$ cat src/rtl/outputc.sv
// Router output-port controller: round-robin arbitration over five input
// channels, wormhole lock until a tail flit, registered flit output and a
// sticky protocol-error flag.
`ifndef DATAW
`define DATAW 31
`endif
`ifndef PORTW
`define PORTW 2
`endif
`ifndef VCHW
`define VCHW 0
`endif
`ifndef TYPE_MSB
`define TYPE_MSB 31
`endif
`ifndef TYPE_LSB
`define TYPE_LSB 30
`endif
`ifndef TYPE_HEAD
`define TYPE_HEAD 2'b00
`endif
`ifndef TYPE_BODY
`define TYPE_BODY 2'b01
`endif
`ifndef TYPE_TAIL
`define TYPE_TAIL 2'b10
`endif
`ifndef TYPE_HEADTAIL
`define TYPE_HEADTAIL 2'b11
`endif

module outputc #(
  parameter int PORTID   = 0,
  parameter int ROUTERID = 0
) (
  input  logic              clk,
  input  logic              rst_,
  input  logic              req_0, req_1, req_2, req_3, req_4,
  input  logic [`PORTW:0]   port_0, port_1, port_2, port_3, port_4,
  input  logic [`DATAW:0]   idata_0, idata_1, idata_2, idata_3, idata_4,
  input  logic              ivalid_0, ivalid_1, ivalid_2, ivalid_3, ivalid_4,
  input  logic              irdy,
  output logic              grt_0, grt_1, grt_2, grt_3, grt_4,
  output logic [`DATAW:0]   odata,
  output logic              ovalid,
  output logic [`VCHW:0]    ovch,
  output logic              olck,
  output logic              err
);
  localparam int NUM_IN = 5;

  typedef enum logic {IDLE = 1'b0, LOCK = 1'b1} state_t;

  state_t            state, state_nxt;
  logic [2:0]        owner, last, sel;
  logic              found;
  logic [NUM_IN-1:0] req, ivalid, cand, grt;
  logic [`PORTW:0]   port  [NUM_IN];
  logic [`DATAW:0]   idata [NUM_IN];
  logic [`DATAW:0]   own_data;
  logic              own_vld;
  logic [1:0]        own_type;
  logic              accept, acc_tail, acc_head, mid;
  logic              unused_rid;

  // ROUTERID is informational only
  assign unused_rid = (ROUTERID != 0);

  assign req    = {req_4, req_3, req_2, req_1, req_0};
  assign ivalid = {ivalid_4, ivalid_3, ivalid_2, ivalid_1, ivalid_0};
  assign port[0]  = port_0;  assign port[1]  = port_1;  assign port[2]  = port_2;
  assign port[3]  = port_3;  assign port[4]  = port_4;
  assign idata[0] = idata_0; assign idata[1] = idata_1; assign idata[2] = idata_2;
  assign idata[3] = idata_3; assign idata[4] = idata_4;
  assign {grt_4, grt_3, grt_2, grt_1, grt_0} = grt;
  assign ovch = '0;

  for (genvar i = 0; i < NUM_IN; i++) begin : g_cand
    assign cand[i] = req[i] && (port[i] == (`PORTW+1)'(PORTID));
  end

  // round-robin pick: first candidate after the last owner, wrapping mod 5
  always_comb begin
    found = 1'b0;
    sel   = '0;
    for (int k = 1; k <= NUM_IN; k++) begin
      int idx;
      idx = int'(last) + k;
      if (idx >= NUM_IN) idx = idx - NUM_IN;
      if (!found && cand[idx]) begin
        found = 1'b1;
        sel   = 3'(idx);
      end
    end
  end

  // owner's flit and valid, selected by the locked owner index
  always_comb begin
    own_data = '0;
    own_vld  = 1'b0;
    for (int i = 0; i < NUM_IN; i++) begin
      if (owner == 3'(i)) begin
        own_data = idata[i];
        own_vld  = ivalid[i];
      end
    end
  end

  assign own_type = own_data[`TYPE_MSB:`TYPE_LSB];
  assign accept   = (state == LOCK) && own_vld && irdy;
  assign acc_tail = accept && (own_type == `TYPE_TAIL || own_type == `TYPE_HEADTAIL);
  assign acc_head = accept && (own_type == `TYPE_HEAD || own_type == `TYPE_HEADTAIL);

  // state register
  always_ff @(posedge clk) begin
    if (rst_) state <= IDLE;
    else      state <= state_nxt;
  end

  // next state: lock on a winner, release only once a tail is accepted
  always_comb begin
    state_nxt = state;
    case (state)
      IDLE: if (found)    state_nxt = LOCK;
      LOCK: if (acc_tail) state_nxt = IDLE;
      default:            state_nxt = IDLE;
    endcase
  end

  // outputs: grant follows irdy combinationally for the locked owner only
  always_comb begin
    grt  = '0;
    olck = (state == LOCK);
    for (int i = 0; i < NUM_IN; i++)
      grt[i] = (state == LOCK) && irdy && (owner == 3'(i));
  end

  // owner/pointer bookkeeping, output flit register and sticky error
  always_ff @(posedge clk) begin
    if (rst_) begin
      owner  <= '0;
      last   <= 3'd4;
      odata  <= '0;
      ovalid <= 1'b0;
      mid    <= 1'b0;
      err    <= 1'b0;
    end else begin
      if (state == IDLE && found) owner <= sel;
      if (acc_tail) last <= owner;
      ovalid <= accept;
      odata  <= accept ? own_data : '0;
      if (accept) mid <= !acc_tail;
      // flit offered without a grant, or a head arriving inside a packet
      if (|(ivalid & ~grt) || (acc_head && mid)) err <= 1'b1;
    end
  end
endmodule

$ cat config.mk
export PLATFORM = sky130hd
export DESIGN_NAME = outputc
export DESIGN_NICKNAME = d
export VERILOG_FILES = /design/src/rtl/outputc.sv
export SDC_FILE = /design/constraint.sdc
export NUM_CORES = 1
export LEC_CHECK = 0
export CAP_MARGIN = 10
export CORE_MARGIN = 2
export CORE_UTILIZATION = 37
export DETAILED_ROUTE_END_ITERATION = 10
export PLACE_DENSITY = 0.86
export SLEW_MARGIN = 20
export SYNTH_ARGS = -nofsm -noshare
export SYNTH_HDL_FRONTEND = slang
export SYNTH_SLANG_ARGS = --single-unit
$ cat constraint.sdc
create_clock -name clk -period 4.3 [get_ports clk]
set_clock_uncertainty 0.2 [all_clocks]
set_input_delay 1.075 -clock clk [delete_from_list [all_inputs] [get_ports clk]]
set_output_delay 1.075 -clock clk [all_outputs]
set_load 0.01 [all_outputs]
# Word-level counts from Yosys, hierarchy flattened

Index checks and enable logic that the tools add are counted.

Input port bits: 188
Bits in latches: 0
Word-level logic and storage cells: 118
Bits in registers: 42
Memories: 0
Output and inout bits: 41
Memory bits (writable): 0
Memory bits (read-only): 0

Add/sub/neg operators: 10
Bitwise logic cells: 4
Reduce and logical (&&, ||, !) cells: 38
Multiplexer cells: 43
Order comparisons: 10
Eq/ne operators: 6
Div/mod/pow operators: 0
Shifts and indexed selects: 0
Multipliers: 0

Operators by type and width:

| operator                                                                             | number |
|---|---|
| 32-bit 2-to-1 mux                                                                    | 10 |
| 32-bit by 5-bit < comparator with 1-bit output (second input constant)               | 5 |
| 4-bit by 3-bit subtractor with 5-bit output (second input constant)                  | 5 |
| 1-bit 2-to-1 mux                                                                     | 22 |
| 1-bit logical AND                                                                    | 21 |
| 4-bit by 3-bit greater-or-equal comparator with 1-bit output (second input constant) | 5 |
| 3-bit zero test                                                                      | 6 |
| 1-bit binary-select mux with 3-bit select                                            | 5 |
| 3-bit 2-to-1 mux                                                                     | 5 |
| 3-bit by 2-bit adder with 4-bit output (second input constant)                       | 2 |
| 3-bit by 3-bit adder with 4-bit output (second input constant)                       | 2 |
| 3-bit by 2-bit equality test with 1-bit output (second input constant)               | 2 |
| 5-bit bitwise AND                                                                    | 1 |
| 1-bit zero test                                                                      | 5 |
| 5-bit inverter                                                                       | 1 |
| 5-bit OR reduction                                                                   | 1 |
| 3-bit by 1-bit adder with 4-bit output (second input constant)                       | 1 |
| 2-bit equality test (second input constant)                                          | 2 |
| 3-bit by 1-bit equality test with 1-bit output (second input constant)               | 1 |
| 3-bit equality test (second input constant)                                          | 1 |
| 1-bit logical OR                                                                     | 3 |
| 2-bit zero test                                                                      | 1 |
| 1-bit inverter                                                                       | 2 |
| 1-bit one-hot mux with 2 select lines                                                | 1 |
| 2-bit OR reduction                                                                   | 1 |

# Logic depth before layout (Yosys ltp)

Gate-level depths: netlist of the first run.

Depth after elaboration: 21
Gate-level depth with buffers: 13
Depth with buffers taken out: 10

# Worst setup path before layout of the first run

Ideal clock, no wire load.

Path kind: flip-flop to flip-flop
Start point: reg last[1]
End point: reg owner[2]
Setup time: 0.086 ns
Cell stages (with the launch flop): 13
Period minus slack after synthesis: 3.396 ns
Data arrival time: 3.110 ns
Required time: 4.014 ns
Setup slack: 0.904 ns
Cell sequence: dfxtp_1 > inv_1 > ha_1 > buf_2 > nor4bb_1 > a211oi_1 > mux2i_1 > o21ai_1 > or3_1 > buf_2 > a211o_1 > a32o_1 > a221oi_2

Longest elaborated chain between the ends: 20
Elaborated cells on any way between the ends: 54

Ends and longest elaborated chain:

| item                                                                                                                        | line | text |
|---|---|---|
| start, declared                                                                                                             | 55   | `logic [2:0] owner, last, sel;` |
| start signal, assigned                                                                                                      | 149  | `if (acc_tail) last <= owner;` |
| 3-bit by 1-bit adder with 4-bit output                                                                                      | 88   | `idx = int'(last) + k;` |
| 4-bit by 3-bit subtractor with 5-bit output or 4-bit by 3-bit greater-or-equal comparator with 1-bit output (tied branches) | 89   | `if (idx >= NUM_IN) idx = idx - NUM_IN;` |
| 32-bit 2-to-1 mux                                                                                                           | 89   |  |
| 1-bit binary-select mux with 3-bit select                                                                                   | 90   | `if (!found && cand[idx]) begin` |
| 1-bit 2-to-1 mux (not written as such) (2 in a row)                                                                         | 90   |  |
| 1-bit 2-to-1 mux                                                                                                            | 90   |  |
| 1-bit zero test                                                                                                             | 90   |  |
| 1-bit logical AND                                                                                                           | 90   |  |
| (+3 left out)                                                                                                               | n/a  |  |
| 1-bit 2-to-1 mux                                                                                                            | 90   |  |
| 1-bit zero test                                                                                                             | 90   |  |
| 1-bit logical AND                                                                                                           | 90   |  |
| 1-bit 2-to-1 mux                                                                                                            | 90   |  |
| 1-bit zero test                                                                                                             | 90   |  |
| 1-bit logical AND                                                                                                           | 90   |  |
| 1-bit 2-to-1 mux                                                                                                            | 90   |  |
| 1-bit logical AND                                                                                                           | 148  | `if (state == IDLE && found) owner <= sel;` |
| end signal, assigned                                                                                                        | 148  |  |
| end, declared                                                                                                               | 55   |  |

Parallel ways exist; a longest one is shown, timed or not. The select of a mux whose other input is x is not followed.
A chain may end at the register's enable or synchronous reset.

# Worst setup path after layout of the first run

Start point: in irdy
End point: out grt_1

Longest elaborated chain between the ends: 2

Ends and longest elaborated chain:

| item                           | line | text |
|---|---|---|
| start, declared                | 42   | `input logic irdy,` |
| 1-bit logical AND (2 in a row) | 135  | `grt[i] = (state == LOCK) && irdy && (owner == 3'(i));` |
| end, declared                  | 43   | `output logic grt_0, grt_1, grt_2, grt_3, grt_4,` |

No other way between the ends.

==> results of run 1 <==
placed cells by master, fill, tap and decap left out, types with 4 or more instances in the layout:
cell type          n
o21ai_0            9
nor2b_1            6
a21oi_1            8
nor4b_1            4
mux4_2            33
nor2_1            53
clkdlybuf4s50_1  227
a211o_1            4
dfxtp_1           40
a22oi_1           33
nand3_1            7
buf_4             15
mux2i_1            7
nand2b_1           8
inv_1             12
ha_1              14
mux2_2             4
nor3_1             5
clkbuf_8           5
nand2_1           17
o211ai_1           5
o31a_1             4
nor4_1             5
through the flow:
stage	instance area, um^2	std cells	hold slack [ns]	power [W]
final	6070	729	0.284	0.00109
after global routing	6070	729	0.318	0.00115
after floorplan	3560	380	0.248	0.000592
after global placement	5980	721	0.268	0.000817
after detailed placement	5980	721	0.270	0.000827
after CTS	6070	729	0.290	0.00110
logic make-up (layout without fill, tap and decap cells):
logic type / Yosys count / after routing / synth area share (%)
AOI/OAI and AO/OA: 97 / 97 / 20.5
xor gates and xnor gates: 5 / 5 / 1.44
adders and majority gates: 14 / 14 / 4.92
buffers and inverters: 45 / 265 / 5.51
DFF: 42 / 42 / 23.6
muxes: 45 / 45 / 24.5
other: 1 / 1 / 0.105
and+or+nand+nor: 131 / 131 / 19.4
worst reg2reg max path: cells and delay by family (launching register included):
kind | cells | cell delay, ns
DFF | 1 | 0.35
and+or+nand+nor | 2 | 0.67
buffers and inverters | 2 | 0.37
adders and majority gates | 1 | 0.23
muxes | 1 | 0.32
AOI/OAI and AO/OA | 5 | 1.51
per-layer routing:
| layer | part of all wire [%] | vias to the layer above | global-route usage, % |
|---|---|---|---|
| met5 | 0 | - | 0 |
| met4 | 1.6 | 0 | 7.08 |
| met3 | 8.9 | 18 | 4.86 |
| met2 | 51 | 199 | 47.0 |
| met1 | 38 | 1933 | 33.2 |
| li1 | - | 1896 | - |
cells in the mapped netlist (all sizes together), types with 4 or more instances:
cell	number
buf	14
nor4b	6
o21ai	11
nand2b	8
mux2i	7
o31a	4
o211ai	6
a21oi	9
nor2b	6
nor3	8
a211o	4
nand2	17
dfxtp	42
nor2	53
inv	14
clkbuf	16
mux4	33
nor4	5
mux2	5
ha	14
nand3	7
a22oi	33
how the worst max path moves through the flow:
stage	from	to	slack (ns)	cells past startpoint
final	irdy	grt_1	0.29	7
after global routing	irdy	grt_1	0.18	7
after CTS	irdy	grt_1	0.29	7
after detailed placement	irdy	grt_1	0.30	7
after global placement	irdy	grt_1	0.31	7
after floorplan	last[1]$_SDFFE_PP0N_	owner[2]$_SDFFE_PP0P_	0.90	12
layout make-up:
| class | instances | area (um^2) | area share, % |
|---|---|---|---|
| Clock buffer | 5 | 68.8 | 1.13 |
| Clock inverter | 3 | 26.3 | 0.433 |
| Inverter | 15 | 56.3 | 0.927 |
| Multi-Input combinational cell | 293 | 2530 | 41.7 |
| Sequential cell | 42 | 843 | 13.9 |
| Tap cell | 129 | 161 | 2.66 |
| Timing Repair Buffer | 242 | 2380 | 39.3 |
state kept, by name (all words and copies together) (netlist names):
name,count
err,1
last,3
mid,1
olck,1
ovalid,1
odata,32
owner,3
power groups by stage:
stage | sequential, W | combinational (W) | clock (W)
after floorplan | 0.000417 | 0.000176 | 0
after global placement | 0.000422 | 0.000396 | 0
after detailed placement | 0.000422 | 0.000405 | 0
after CTS | 0.000413 | 0.000407 | 0.000280
after global routing | 0.000415 | 0.000437 | 0.000300
final | 0.000413 | 0.000407 | 0.000271
==> results.md, run 1 <==
- Reg2Reg Setup Slack: between 0.5 and 0.6 ns
- VDD IR max: 0.131 mV
- Startpoint Class: input port
- HP Class: reg -> reg
- Hpwl dp: around 12000 um
- Post-synthesis sequential area ratio: a little under a quarter
- Async set-or-reset flop fraction in the synthesized netlist: 0%
- CP Data Arrival Time: roughly 2.7 ns
- Net Sw Power: about 0.00031 W
- IO Count: roughly 230
- Syn Area/Cell: approximately 9.4 um^2
- Top FF cell, synth: dfxtp_1
- Layout cells sized above 1: about an eighth
- Die height: 102 um
- Clk sinks: 42
- Antenna-violating nets left: 0
- H-tree levels: 2
- Fillers: ~740
- Slew margin rel.: between 40% and 50%
- FMAX: ~250 MHz
- Crit-path cells: clkdlybuf4s50_1 -> nand2_1 -> nor2_1 -> nand2_1 -> or2_2 -> inv_1 -> clkdlybuf4s50_1
- Drt drc: 0
- Outcome: complete, no violations
- Hold buffers post-CTS: 0
- Crit path buf inv count: 3
- Die Area: around 10000 um^2
- Row count: 35
- Library cells used by synthesis: a little under 70
- DR iter-0 viols: between 200 and 250
- Clock root buffer: clkbuf_8
- Fin. Hold Viols: 0
- Crit Path Class: in -> out
- Synth top area share: 23.6%
- Synth Instances: 380
- Area leader, netlist: dfxtp_1
- Pint: ~0.00078 W
- Switching share of total power: ~28%
- Setup-failing EPs final: 0
- Leakage power: 2.25 nW
- RSZ-0062 raised after global routing: no
- Worst reg2reg path depth: 11
- Synthesized cell area: about 3600 um^2
- Max cap viols: 0
- Maximum fanout along the worst path: 4
- Worst r2r dst: owner[2]$_SDFFE_PP0P_
- Final worst path period share: between 90 and 100%
- Comb pwr share: approximately 37%
- Via-to-Cell Ratio: 5.55
- Reg power frac: 37.9%
- Post-synth EDFFs: 0
- Clk pwr share: around a quarter
- R2r startpoint: last[1]$_SDFFE_PP0N_
- Clock transition at path regs: approximately 0.10 ns
- GPL Wtd Cong: approximately 1
- Pwr dens: 180 nW/um^2
- Hold Crit Start: mid$_SDFFE_PP0N_
- Routed wire length: ~15000 um
- Maximum root-to-sink buffer count: 2
- Synthesis-to-finish area growth: 70.4%
- PortBufs: between 200 and 250
- Drt pass-1 iters: 5
- CTS tree: yes
- Worst slack at placement: roughly 0.30 ns
- Starting Density: between 30% and 40%
- Nets@finish: 801
- Inserted Clock Buffers: 5
- Setup Fix Bufs, Post-CTS: 0
- FF+latch count, synth: 42
- Number of global-route vias before repair: around 4000
- Setup crit end kind: primary output
- Die width: 102 um
- Post-route setup slack: 0.288 ns
- Final min period: roughly 4.0 ns
- DR vias: ~4000
- Req. time, crit path: about 3 ns
- Initial antenna violation count: 0
- Ranking of synthesized cells by area: dfxtp_1, mux4_2, a22oi_1, nor2_1, ha_1
- Final Max Slew Viols: 0
- Ant diodes: 0
- CTS resizes: 0
- Post-layout util: 65.4%
- Routed wire per std cell: about 20 um
- Pin count of the biggest net entering global routing: 35
- Setup_tns: 0 ns
- Cell family with most CP delay: buffers and inverters
- Syn Nets: a little under 600
- GRT Total Usage: approximately a quarter
- Clk Latency, worst-skew pair: approximately 0.30 ns
- Max stage delay on crit path: 0.52 ns
- Worst-Margin Slew: roughly 0.79 ns
- Global route overflow: 0
- First-pass GRT wire length: 21100 um
- Min-Delay Path Depth: 2
- Core Region: just over 9000 um^2
- Yosys warns: 0
- Critical Path Slowest Stage Cell: clkdlybuf4s50_1
- Hold Path End: err$_SDFFE_PP0P_
Note: power is estimated with default switching activity, not from simulation.
==> run 2: changes to the inputs <==
--- a/config.mk
+++ b/config.mk
@@ -9,6 +9,7 @@
 export CORE_MARGIN = 2
 export CORE_UTILIZATION = 37
 export DETAILED_ROUTE_END_ITERATION = 10
+export MAX_ROUTING_LAYER = met4
 export PLACE_DENSITY = 0.86
 export SLEW_MARGIN = 20
 export SYNTH_ARGS = -nofsm -noshare
==> run 2 against run 1 <==
Net effect: register-to-register slack worse by 0.10 ns; highest routed layer unchanged; critical path depth stayed put; non-clock buffer count stayed put; cell area hardly changed; clock-buffer cell count stayed put; sequential share of layout area hardly changed; utilization hardly changed; sequential cell count stayed put; cell count stayed put; first-iteration DRC count is 13% lower.
==> results.md, run 2 (synthesized netlist as in run 1, its figures left out) <==
- VDD IR max: about 0.15 mV
- Synthesis-to-finish area growth: 70.4%
- GRT Total Usage: 27.0%
- Inserted Clock Buffers: 5
- Setup Fix Bufs, Post-CTS: 0
- Maximum fanout along the worst path: 4
- Number of global-route vias before repair: 4129
- Max FFs per register: 32
- Switching share of total power: between 20% and 30%
- Fin area: 6070 um^2
- Nets@finish: 801
- Clk pwr share: between 20% and 30%
- Clk Latency, worst-skew pair: about 0.30 ns
- H-tree levels: 2
- Maximum root-to-sink buffer count: 2
- Reg2Reg Setup Slack: around 0.49 ns
- Worst-Margin Slew: between 0.5 and 0.6 ns
- Comb pwr share: a little under two fifths
- Crit Path Class: in -> out
- Max cap viols: 0
- Pwr dens: approximately 180 nW/um^2
- Ant diodes: 0
- Drt drc: 0
- RSZ-0062 raised after global routing: no
- PortBufs: 227
- Core Region: 9280 um^2
- Hpwl dp: about 12000 um
- Reg with most FFs: odata
- Reg power frac: ~38%
- Initial antenna violation count: 0
- Req. time, crit path: around 3.0 ns
- Routed wire length: between 10000 and 15000 um
- Reg area: around 840 um^2
- Max stage delay on crit path: about 0.52 ns
- CP Data Arrival Time: about 2.8 ns
- IO Count: 229
- Routed wire per std cell: slightly above 20 um
- Die height: 102 um
- DR iter-0 viols: 181
- Die Area: between 10000 and 15000 um^2
- Largest regs: odata x32, last x3, owner x3
- Hold Crit Start: mid$_SDFFE_PP0N_
- CTS tree: yes
- Setup-failing EPs final: 0
- Final min period: 4.06 ns
- Outcome: complete, no violations
- Most frequent cells in the layout: clkdlybuf4s50_1, nor2_1, dfxtp_1
- Pin count of the biggest net entering global routing: 35
- Area of the multi-input gates: 2530 um^2
- HP Class: reg -> reg
- Global route overflow: 0
- R2r startpoint: last[1]$_SDFFE_PP0N_
- Final Max Slew Viols: 0
- Min-Delay Path Depth: 2
- Fin. Hold Viols: 0
- Net Sw Power: slightly above 0.0003 W
- FMAX: approximately 250 MHz
- Clock transition at path regs: 0.10 ns
- Hold Path End: mid$_SDFFE_PP0N_
- Worst r2r dst: owner[2]$_SDFFE_PP0P_
- Starting Density: about two fifths
- Via-to-Cell Ratio: approximately 5.6
- Placed Area: 5980 um^2
- Clock root buffer: clkbuf_8
- Drt pass-1 iters: 5
- CTS resizes: 0
- Pint: just under 0.0008 W
- Antenna-violating nets left: 0
- Fillers: between 700 and 800
- Critical Path Slowest Stage Cell: clkdlybuf4s50_1
- Crit path launch: irdy
- First-pass GRT wire length: 20900 um
- Worst reg2reg path depth: 11
- Most common cell after layout, fill and taps aside: clkdlybuf4s50_1
- Setup crit end kind: primary output
- Slew margin rel.: around two thirds
- GPL Wtd Cong: 0.941
- Row count: 35
- Final worst path period share: between 90% and 100%
- DR vias: between 4000 and 5000
- Die width: around 100 um
- Hold buffers post-CTS: 0
- Setup_tns: 0 ns
- Leakage power: between 2 and 2.5 nW
- Clk sinks: between 40 and 50
- Layout cells sized above 1: 13.0%
- Startpoint Class: input port
- Crit-path cells: clkdlybuf4s50_1 -> nand2_1 -> nor2_1 -> nand2_1 -> or2_2 -> inv_1 -> clkdlybuf4s50_1
## run 2: how the worst max path moves through the flow
stage,end,slack (ns),cells past startpoint
floorplan,owner[2]$_SDFFE_PP0P_,0.90,12
global placement,grt_1,0.31,7
detailed placement,grt_1,0.26,7
CTS,grt_1,0.25,7
global route,grt_1,0.17,7
finish,grt_1,0.24,7
## run 2: stage by stage
| step | hold slack [ns] | std cells | total power (W) | utilization, % | setup WS (ns) |
|---|---|---|---|---|---|
| after global routing | 0.326 | 729 | 0.00114 | 65.4 | 0.174 |
| after global placement | 0.280 | 721 | 0.000818 | 64.4 | 0.305 |
| after CTS | 0.301 | 729 | 0.00109 | 65.4 | 0.251 |
| after detailed placement | 0.283 | 721 | 0.000828 | 64.4 | 0.263 |
| final | 0.305 | 729 | 0.00109 | 65.4 | 0.245 |
| after floorplan | 0.248 | 380 | 0.000592 | - | 0.904 |
## run 2: cell type report
type,instances,area share (%)
clock inverter,3,0.412
clock buffer,5,1.13
timing repair buffer,242,39.3
multi-input combinational,293,41.7
inverter,15,0.927
tap,129,2.66
sequential,42,13.9
## run 2: power by group through the flow
stage          Sequential, W  Combinational, W  Clock [W]
2_1_floorplan       0.000417          0.000176          0
3_3_place_gp        0.000421          0.000397          0
3_5_place_dp        0.000422          0.000406          0
4_1_cts             0.000412          0.000408   0.000272
5_1_grt             0.000414          0.000435   0.000294
6_report            0.000412          0.000409   0.000265
## run 2: routing by layer
| metal | global-route usage, % | routed length, um |
|---|---|---|
| met2 | 46.8 | 7680 |
| met1 | 29.7 | 5220 |
| met3 | 6.91 | 1450 |
| met5 | - | 0 |
| met4 | 10.9 | 523 |
## run 2: critical path: cells and delay by family
kind	cells	cell delay, ns
buf+inv	3	1.07
simple gates	4	0.63
==> run 3: changes to the inputs <==
--- a/config.mk
+++ b/config.mk
@@ -5,12 +5,13 @@
 export SDC_FILE = /design/constraint.sdc
 export NUM_CORES = 1
 export LEC_CHECK = 0
+export ABC_AREA = 1
 export CAP_MARGIN = 10
 export CORE_MARGIN = 2
 export CORE_UTILIZATION = 37
 export DETAILED_ROUTE_END_ITERATION = 10
 export MAX_ROUTING_LAYER = met4
-export PLACE_DENSITY = 0.86
+export PLACE_DENSITY = 0.87
 export SLEW_MARGIN = 20
 export SYNTH_ARGS = -nofsm -noshare
 export SYNTH_HDL_FRONTEND = slang
==> run 3 against run 2 <==
Net effect: non-clock buffer count is 6 lower; cell count increased by 17%; area after synthesis shrank 3.7%; cell area down 2.7%; wire length shrank 2.4%; via count grew 15%; critical path type unchanged; critical path depth decreased by 3; first-iteration DRC count grew 54%; combinational power rose to 4.6 times the previous value; critical endpoint unchanged; synthesized cell count rose by 38%; worst setup slack improved by 0.25 ns.
==> results.md, run 3 <==
- Row count: 35
- PortBufs: 227
- Post-layout util: between 60% and 70%
- DR vias: 4690
- CTS resizes: 0
- Req. time, crit path: between 3 and 4 ns
- Syn Area/Cell: 6.54 um^2
- Clk Latency, worst-skew pair: 0.29 ns
- Synthesis-to-finish area growth: 72.0%
- Worst-Margin Slew: roughly 0.67 ns
- Count leader, synth: nand2_1
- Antenna-violating nets left: 0
- Top FF cell, synth: dfxtp_1
- Met1 Usage GRT: between 30% and 40%
- Maximum fanout along the worst path: 9
- Library cells used by synthesis: 42
- Via-to-Cell Ratio: approximately 5.5
- H-tree levels: 2
- Largest regs: odata x32, last x3, owner x3
- Max FFs per register: 32
- Outcome: complete, no violations
- Maximum root-to-sink buffer count: 2
- VDD IR max: ~0.22 mV
- Drt drc: 0
- CTS tree: yes
- Synth top cells by count: nand2_1, inv_1, nand3_1
- Final min period: ~3.8 ns
- Setup Fix Bufs, Post-CTS: 0
- IO Count: approximately 230
- GPL Wtd Cong: roughly 0.97
- Die height: ~100 um
- Fin. Hold Viols: 0
- Leakage power: ~2.3 nW
- Routed wire length: 14500 um
- Post-synth EDFFs: 0
- CP Data Arrival Time: between 2 and 3 ns
- Crit Path Class: in -> out
- Area leader, netlist: dfxtp_1
- M3 GR Usage: under 10%
- Async set-or-reset flop fraction in the synthesized netlist: 0%
- Most frequent cells in the layout: clkdlybuf4s50_1, nand2_1, inv_1, nand3_1, dfxtp_1
- Nets@finish: about 950
- Hold Slack: around 0.3 ns
- Global route overflow: 0
- Starting Density: a little under two fifths
- Setup-failing EPs final: 0
- FMAX: 263 MHz
- GRT Total Usage: ~28%
- Drt pass-1 iters: 6
- Final Max Slew Viols: 0
- Synthesized cell area: between 3000 and 4000 um^2
- Synth Instances: between 500 and 600
- GRT busiest layer: met2
- FF+latch count, synth: 42
- Number of global-route vias before repair: between 4000 and 5000
- Yosys warns: 0
- Ant diodes: 0
- Clock transition at path regs: roughly 0.090 ns
- HP Class: reg -> reg
- Core Region: around 9100 um^2
- Die Area: ~10000 um^2
- First-pass GRT wire length: about 22000 um
- Hpwl dp: 11700 um
- Final worst path period share: roughly 89%
- Hold buffers post-CTS: 0
- Max cap viols: 0
- Most common cell after layout, fill and taps aside: clkdlybuf4s50_1
- Die width: roughly 100 um
- Power, Total: between 0.002 and 0.003 W
- Synth top area share: 24.5%
- Layout cells sized above 1: between 5 and 6%
- Reg with most FFs: odata
- Syn Nets: 727
- Pin count of the biggest net entering global routing: 36
- Setup_tns: 0 ns
- M2 GR Usage: between 50 and 60%
- Clock root buffer: clkbuf_8
- Pwr dens: about 460 nW/um^2
- Startpoint Class: input port
- Initial antenna violation count: 0
- Setup crit end kind: primary output
- Inserted Clock Buffers: 5
- Post-synthesis sequential area ratio: between 20% and 30%
- Clk sinks: between 40 and 50
- DR iter-0 viols: 278
- Slew margin rel.: 55.0%
- RSZ-0062 raised after global routing: no
- Ranking of synthesized cells by area: dfxtp_1, nand2_1, a32o_1, nand3_1, a21oi_1
- Routed wire per std cell: roughly 17 um
[run 3: per-stage QoR]
stage               setup slack [ns]  area (um^2)  instances
global placement               0.561         5800        847
global route                   0.407         5910        855
finish                         0.493         5910        855
CTS                            0.518         5910        855
detailed placement             0.528         5800        847
floorplan                       1.59         3430        525
[run 3: critical path, cell delays in order]
cell	delay (ns)
clkdlybuf4s50_1	0.46
nand2_1	0.20
nor2_1	0.23
clkdlybuf4s50_1	0.56
[run 3: layer usage]
layer,part of all wire (%),up-vias
li1,-,2245
met1,35,2133
met2,54,281
met3,8.1,31
met4,2.7,0
met5,0,-
[run 3: cells by family after synthesis]
| family | after synthesis | share of synthesized area (%) |
|---|---|---|
| xor+xnor | 4 | 1.46 |
| buf+inv | 76 | 9.04 |
| compound gates | 124 | 24.3 |
| simple gates | 264 | 35.5 |
| flops | 42 | 24.5 |
| fa+ha+maj | 14 | 5.10 |
| other cells | 1 | 0.109 |
[run 3: final cells by class]
class / instances / area, um^2
clock buffers: 7 / 76.3
clock inverters: 1 / 30.0
multi-input cells: 407 / 2290
well taps: 111 / 139
inverters: 51 / 194
fillers: 779 / 3200
repair buffers: 236 / 2340
flip-flops and latches: 42 / 841
[run 3: path summary, 6_finish.rpt]
path | start | slack [ns] | to | cells after the start
worst max-delay path | irdy | 0.49 | grt_1 | 4
worst min-delay path | owner[1]$_SDFFE_PP0P_ | 0.30 | owner[1]$_SDFFE_PP0P_ | 2
worst max register to register | owner[2]$_SDFFE_PP0P_ | 0.98 | last[0]$_SDFFE_PP0N_ | 13
worst min register to register | owner[1]$_SDFFE_PP0P_ | 0.30 | owner[1]$_SDFFE_PP0P_ | 2
[run 3: report_power, final]
part	switching, W	leakage, nW	internal, W	total [W]
Clock	0.000137	0.0524	0.000174	0.000311
Combinational	0.00113	1.95	0.000764	0.00190
Sequential	0.0000415	0.340	0.000447	0.000489
Total	0.00131	2.34	0.00139	0.00270
